$ cat src/rtl/accum_pkg.sv
// Shared types for the accumulator front end: state encoding and word type.
package accum_pkg;

    localparam int ACC_W = 16;
    // Settle counter width; covers SETTLE values 1..15.
    localparam int CNT_W = 4;

    typedef enum logic [1:0] {
        IDLE,
        ADD,
        CAPT,
        HOLD
    } accum_state_t;

    typedef logic [ACC_W-1:0] word_t;

endpackage

$ cat src/rtl/accum_ctrl_rise_detect.sv
// Rising-edge detector; history flop resets to 1 so a level held through reset never fires.
module rise_detect (
    input  logic clk_i,
    input  logic rst_i,
    input  logic in_i,
    output logic rise_o
);

    logic prev_q;

    always_ff @(posedge clk_i) begin
        if (rst_i) begin
            prev_q <= 1'b1;
        end else begin
            prev_q <= in_i;
        end
    end

    assign rise_o = in_i & ~prev_q;

endmodule

$ cat src/rtl/accum_ctrl.sv
// Sequencer around an external combinational adder: one accumulate per Run press.
// Optional subtract mode is enabled by defining ACCUM_SUB_EN.
module accum_ctrl
    import accum_pkg::*;
#(
    parameter int WIDTH  = ACC_W,
    parameter int SETTLE = 2
) (
    input  logic             Clk,
    input  logic             Reset,
    input  logic             Clear,
    input  logic             Run,
    input  logic [WIDTH-1:0] SW,
    input  logic             Sub,
    input  logic [WIDTH-1:0] sum_in,
    input  logic             cout_in,
    output logic [WIDTH-1:0] op_a,
    output logic [WIDTH-1:0] op_b,
    output logic             cin,
    output logic [WIDTH-1:0] Acc,
    output logic             Carry,
    output logic             busy,
    output logic             done
);

    localparam logic [CNT_W-1:0] CNT_LAST = CNT_W'(SETTLE - 1);

    accum_state_t     state_q, state_d;
    logic [CNT_W-1:0] cnt_q, cnt_d;
    logic [WIDTH-1:0] acc_q, acc_d;
    logic [WIDTH-1:0] opb_q, opb_d;
    logic             carry_q, carry_d;
    logic             cin_q, cin_d;
    logic             done_q, done_d;
    logic             run_rise;

    rise_detect u_run_rise (
        .clk_i  (Clk),
        .rst_i  (Reset),
        .in_i   (Run),
        .rise_o (run_rise)
    );

`ifndef ACCUM_SUB_EN
    logic unused_sub;
    assign unused_sub = Sub;
`endif

    always_comb begin
        state_d = state_q;
        cnt_d   = cnt_q;
        acc_d   = acc_q;
        carry_d = carry_q;
        opb_d   = opb_q;
        cin_d   = cin_q;
        done_d  = 1'b0;

        case (state_q)
            IDLE: begin
                // A Run edge takes priority over Clear in the same cycle.
                if (run_rise) begin
                    opb_d   = SW;
                    cin_d   = 1'b0;
`ifdef ACCUM_SUB_EN
                    if (Sub) begin
                        opb_d = ~SW;
                        cin_d = 1'b1;
                    end
`endif
                    cnt_d   = '0;
                    state_d = ADD;
                end else if (Clear) begin
                    acc_d   = '0;
                    carry_d = 1'b0;
                end
            end
            ADD: begin
                cnt_d = cnt_q + 1'b1;
                if (cnt_q == CNT_LAST) begin
                    state_d = CAPT;
                end
            end
            CAPT: begin
                acc_d   = sum_in;
                carry_d = cout_in;
                done_d  = 1'b1;
                state_d = Run ? HOLD : IDLE;
            end
            HOLD: begin
                if (!Run) begin
                    state_d = IDLE;
                end
            end
            default: state_d = IDLE;
        endcase
    end

    always_ff @(posedge Clk) begin
        if (Reset) begin
            state_q <= IDLE;
            cnt_q   <= '0;
            acc_q   <= '0;
            carry_q <= 1'b0;
            opb_q   <= '0;
            cin_q   <= 1'b0;
            done_q  <= 1'b0;
        end else begin
            state_q <= state_d;
            cnt_q   <= cnt_d;
            acc_q   <= acc_d;
            carry_q <= carry_d;
            opb_q   <= opb_d;
            cin_q   <= cin_d;
            done_q  <= done_d;
        end
    end

    assign op_a  = acc_q;
    assign op_b  = opb_q;
    assign cin   = cin_q;
    assign Acc   = acc_q;
    assign Carry = carry_q;
    assign busy  = (state_q == ADD) || (state_q == CAPT);
    assign done  = done_q;

endmodule

$ cat config.mk
export PLATFORM = sky130hd
export DESIGN_NAME = accum_ctrl
export DESIGN_NICKNAME = d
export VERILOG_FILES = /design/src/rtl/accum_pkg.sv /design/src/rtl/accum_ctrl_rise_detect.sv /design/src/rtl/accum_ctrl.sv
export SDC_FILE = /design/constraint.sdc
export NUM_CORES = 1
export LEC_CHECK = 0
export CAP_MARGIN = 0
export CORE_UTILIZATION = 36
export DETAILED_ROUTE_END_ITERATION = 16
export PLACE_DENSITY = 0.76
export SYNTH_ARGS = -nofsm -noshare
export SYNTH_HDL_FRONTEND = slang
export SYNTH_HIERARCHICAL = 1
export SYNTH_SLANG_ARGS = --single-unit
export TNS_END_PERCENT = 50
$ cat constraint.sdc
create_clock -name Clk -period 1.6 [get_ports Clk]
set_input_delay 0.32 -clock Clk [delete_from_list [all_inputs] [get_ports Clk]]
set_output_delay 0.32 -clock Clk [all_outputs]
set_load 0.05 [all_outputs]
# == After elaboration in Yosys (flattened, before gate mapping) ==
# Index checks and enable logic that the tools add are counted.
# word_totals
regBits,41
latchBits,0
ramBits,0
rom_bits,0
output_inout_bits,52
wordCells,41
n_memories,0
# classes
add_sub_neg,1
mul,0
div,0
n_lt_le_gt_ge,0
n_eq_ne,9
shift,0
muxes,14
bitwise_logic,2
reduce_logical,8
# ops
cell,n
$mux W16,2
$pmux W16 S2,1
$ne A2 B2 Y1 const B,5
$mux W2,4
$pmux W2 S4,1
$pmux W4 S2,1
$reduce_and A3 Y1,2
$add A4 B1 Y4 const B,1
$eq A2 B2 Y1 const B,2
$eq A4 B1 Y1 const B,1
$mux W4,1
$reduce_and A2 Y1,2
$reduce_bool A2 Y1,2
$mux W1,3
$eq A2 B1 Y1 const B,1
$logic_not A2 Y1,1
$pmux W1 S2,1
$and A1 B1 Y1,1
$logic_or A1 B1 Y1,1
$not A1 Y1,1

# == Depth between registers and ports, before layout ==
# depth
depth_word,4
depth_mapped,8
mapped_depth_nobuf,6

# == Cells and area by module ==
# Netlist, hierarchy kept.
# modules_own_cells
module,n_inst,cells_per_inst,area_each_um2
accum_ctrl,1,214,1764.2
rise_detect,1,3,32.5

# == Least setup slack after synthesis ==
# OpenSTA, ideal clock, no wires.
# synth_path
kind,reg2reg
start,register state_q[0]
end,register acc_q[12] (netlist: Acc[12])
arrival_time_ns,1.522
required_time_ns,1.529
setup_slack_ns,0.008
stages_incl_launch_ff,8
path_cell_list,dfxtp_1 > inv_1 > ha_1 > nor2b_4 > a22oi_2 > buf_2 > nand2_1 > a21oi_1
# synth_via
elab_chain_len,3
# synth_rtl
item,line_no,text
"start, declared",accum_ctrl.sv:28,"accum_state_t state_q, state_d;"
"start signal, assigned",accum_ctrl.sv:108,state_q <= state_d;
$eq A2 B2 Y1 or $logic_not A2 Y1 (tied branches),accum_ctrl.sv:58,case (state_q)
$reduce_bool A2 Y1 (no line) or $ne A2 B2 Y1 (tied branches),-,
$reduce_and A3 Y1 (no line),-,
"end signal, assigned",accum_ctrl.sv:102,acc_q <= '0;
"end signal, assigned",accum_ctrl.sv:110,acc_q <= acc_d;
"end, declared",accum_ctrl.sv:30,"logic [WIDTH-1:0] acc_q, acc_d;"
# Several ways; a longest one is shown, not always the timed one.
# A chain may end at the register's enable or synchronous reset.

# == Final worst setup path ==
# layout_path
start,register cnt_q[1]
end,register state_q[1]
# layout_via
elab_chain_len,3
# layout_rtl
item,line_no,text
"start, declared",accum_ctrl.sv:29,"logic [CNT_W-1:0] cnt_q, cnt_d;"
"start signal, assigned",accum_ctrl.sv:109,cnt_q <= cnt_d;
$eq A4 B1 Y1,accum_ctrl.sv:79,if (cnt_q == CNT_LAST) begin
$ne A2 B2 Y1 (no line),-,
$reduce_and A3 Y1 (no line),-,
# Every way passes these cells.

==> impl_metrics.yaml <==
place:
  portBuffers: 87
  placed_area_mm2: 0.00260
  gp_congestion: 0.718
  hpwlAfterDp_um: 3140
  dp_cells: 357
global_route:
  grtUsageMet1_pct: 20.4
  met2_usage_pct: 27.2
  grt_max_degree: 25
  track_usage_pct: 16.7
  antenna_found_initial: 0
  overflow: 0
  grt_pass1_vias: 1538
  use_met3_pct: 5.66
  grt_pass1_wl_um: 6780
  grt.busiest_layer: "met2"
setup_path:
  crit_path_start_kind: "register"
  slowest_delay_ps: 390
  cp.arrival_ps: 1790
  cp-end-kind: "register"
  crit_chain: "inv_2 -> ha_1 -> or3b_4 -> a221oi_4 -> buf_4 -> a41o_1"
  cp_max_fo: 4
  slowest_stage: "or3b_4"
  crit_required_ps: 1830
  critical_path_class: "reg2reg"
cts:
  ctsRootBufferMaster: "clkbuf_8"
  cts_htree_levels: 2
  clock_sinks: 41
  clk_pin_slew_worst_paths_ps: 70
  numCtsBuffers: 5
  holdBufCountCts: 0
  cts_tree: "yes"
  clkLatencyLatePin_ps: 290
  clock_path_buffers: 2
floorplanning:
  fp.coreArea_mm2: 0.00475
  num_rows: 25
  dieArea_mm2: 0.00528
  die_h_um: 72.6
  pin_count: 90
  initial_utilization_pct: 37.8
  fp.dieW_um: 72.6
timing:
  finalCritPeriodShare_pct: 97.7
  finClkSkew_ps: 6.91
  maxSlewViolCount: 0
  setup_viol: 0
  fin_crit_ps: 1560
  hold_violations: 0
  fmax_mhz: 640
  holdWs_ps: 408
pwr:
  irDropWorstVdd_mv: 0.454
  p_leak_nw: 1.14
  p_per_area_mw_per_mm2: 1130
routing:
  drt_iter0_markers: 45
  post_drt_via_cell_ratio: 4.60
  firstDrtPassIters: 4
  wl_um: 4320
  antenna_left: 0
  wl_per_cell_um: 11.8
  dr_total_vias: 1685
  drc: 0
synthesis:
  yosys_warnings: 6
  yosysSeqAreaShare_pct: 45.7
  netlist_area_mm2: 0.00180
  yosysUniqueCellTypes: 29
  ys_seq_elements: 41
  netlist_instances: 217
  syn_avg_cell_area_um2: 8.28
  synth_fp_nets: 262
outcome:
  status: "complete, no violations"
cells_and_area:
  finalInstanceArea_mm2: 0.00275
  diodes: 0
  register_area_um2: 822
  fill_cells: 445
  layout.nets: 344
  final_cell_mix: "buf_4, nand2_1, dfxtp_1"
  drive_above_1_share_pct: 29.4
  area_growth_pct: 53.1
  final_cells: 366
  layout_commonest_cell: "buf_4"
  multi_input_area_um2: 793
worst_hold_path:
  hold_class: "in2reg"
flow_run:
  drv_cap: 0
==> sequential cells by signal (all words and copies together) (netlist names) <==
name	count
op_b	16
cnt_q	4
Carry	1
done	1
state_q	2
u_run_rise/prev_q	1
Acc	16
==> final cells by class <==
class                      instances  area share, %
clock inverter                     1          0.273
multi-input combinational        142           28.8
clock buffer                       6           3.00
timing repair buffer             104           34.3
inverter                           5          0.682
tap                               67           3.05
sequential                        41           29.9
==> logic make-up after synthesis <==
logic type                 count (synthesis)  share of synthesized area, %
AOI/OAI and AO/OA                         50                          16.9
adders and majority gates                  7                          4.87
buffers and inverters                     34                          11.3
DFF                                       41                          45.7
other                                      1                         0.209
and+or+nand+nor                           84                          21.0
==> final timing paths <==
| kind | to | slack, ps | cells past startpoint | start |
|---|---|---|---|---|
| worst max-delay path | state_q[1] | 40 | 6 | cnt_q[1] |
| worst min-delay path | u_run_rise/prev_q | 410 | 3 | Run |
| worst max register to register | state_q[1] | 40 | 6 | cnt_q[1] |
| worst min register to register | op_b[4] | 450 | 2 | op_b[4] |
==> power by group <==
group	internal, mW	switching (mW)	total [mW]
registers	1.08	0.0361	1.12
clock network	0.341	0.336	0.677
logic	0.586	0.719	1.31
total	2.01	1.09	3.10
==> stage by stage <==
step           util [%]  TNS [ps]  total power, mW  setup slack, ps
4_1_cts            57.1         0             3.06             17.2
3_5_place_dp       54.7     -6990             2.32             -291
6_report           57.9         0             3.10             37.5
5_1_grt            57.9     -29.4             3.29            -16.5
2_1_floorplan         -         0             1.89             7.76
3_3_place_gp       54.7     -6170             2.30             -248
==> critical path: cells and delay by family, from the launching register on <==
kind                     cells  cell delay (ps)
adder cells (fa/ha/maj)      1              110
flip-flops                   1              340
buffers and inverters        2              200
AND/OR/NAND/NOR              1              390
AO/OA/AOI/OAI                2              460
==> cell usage after synthesis (all sizes together) <==
cell | n | area [µm²]
a211oi | 2 | 20.0
a21oi | 38 | 190
a221oi | 1 | 26.3
a22o | 1 | 8.76
a22oi | 2 | 20.0
a2bb2oi | 1 | 8.76
a41o | 1 | 10.0
and2 | 2 | 13.8
buf | 22 | 158
clkbuf | 7 | 26.3
conb | 1 | 3.75
dfxtp | 41 | 821
ha | 7 | 87.6
inv | 5 | 18.8
nand2 | 52 | 195
nand2b | 2 | 12.5
nand3 | 18 | 90.1
nor2 | 3 | 11.3
nor2b | 3 | 26.3
nor3 | 1 | 5.00
o21ai | 4 | 20.0
or2 | 2 | 12.5
or3b | 1 | 11.3
==> what timing repair did <==
action                     CTS  global route
cloned                       0             0
buffers inserted             1             1
resized for setup            0            10
setup endpoints to repair    6            23
pin swaps                    0             5
==> per-layer routing <==
layer | part of all wire [%] | routed length [µm] | up-vias
met1 | 43 | 1870 | 745
met5 | 0 | 0 | -
li1 | - | - | 863
met4 | 1.7 | 75 | 0
met3 | 8.1 | 349 | 9
met2 | 47 | 2030 | 68
(Power assumes the default switching activity.)
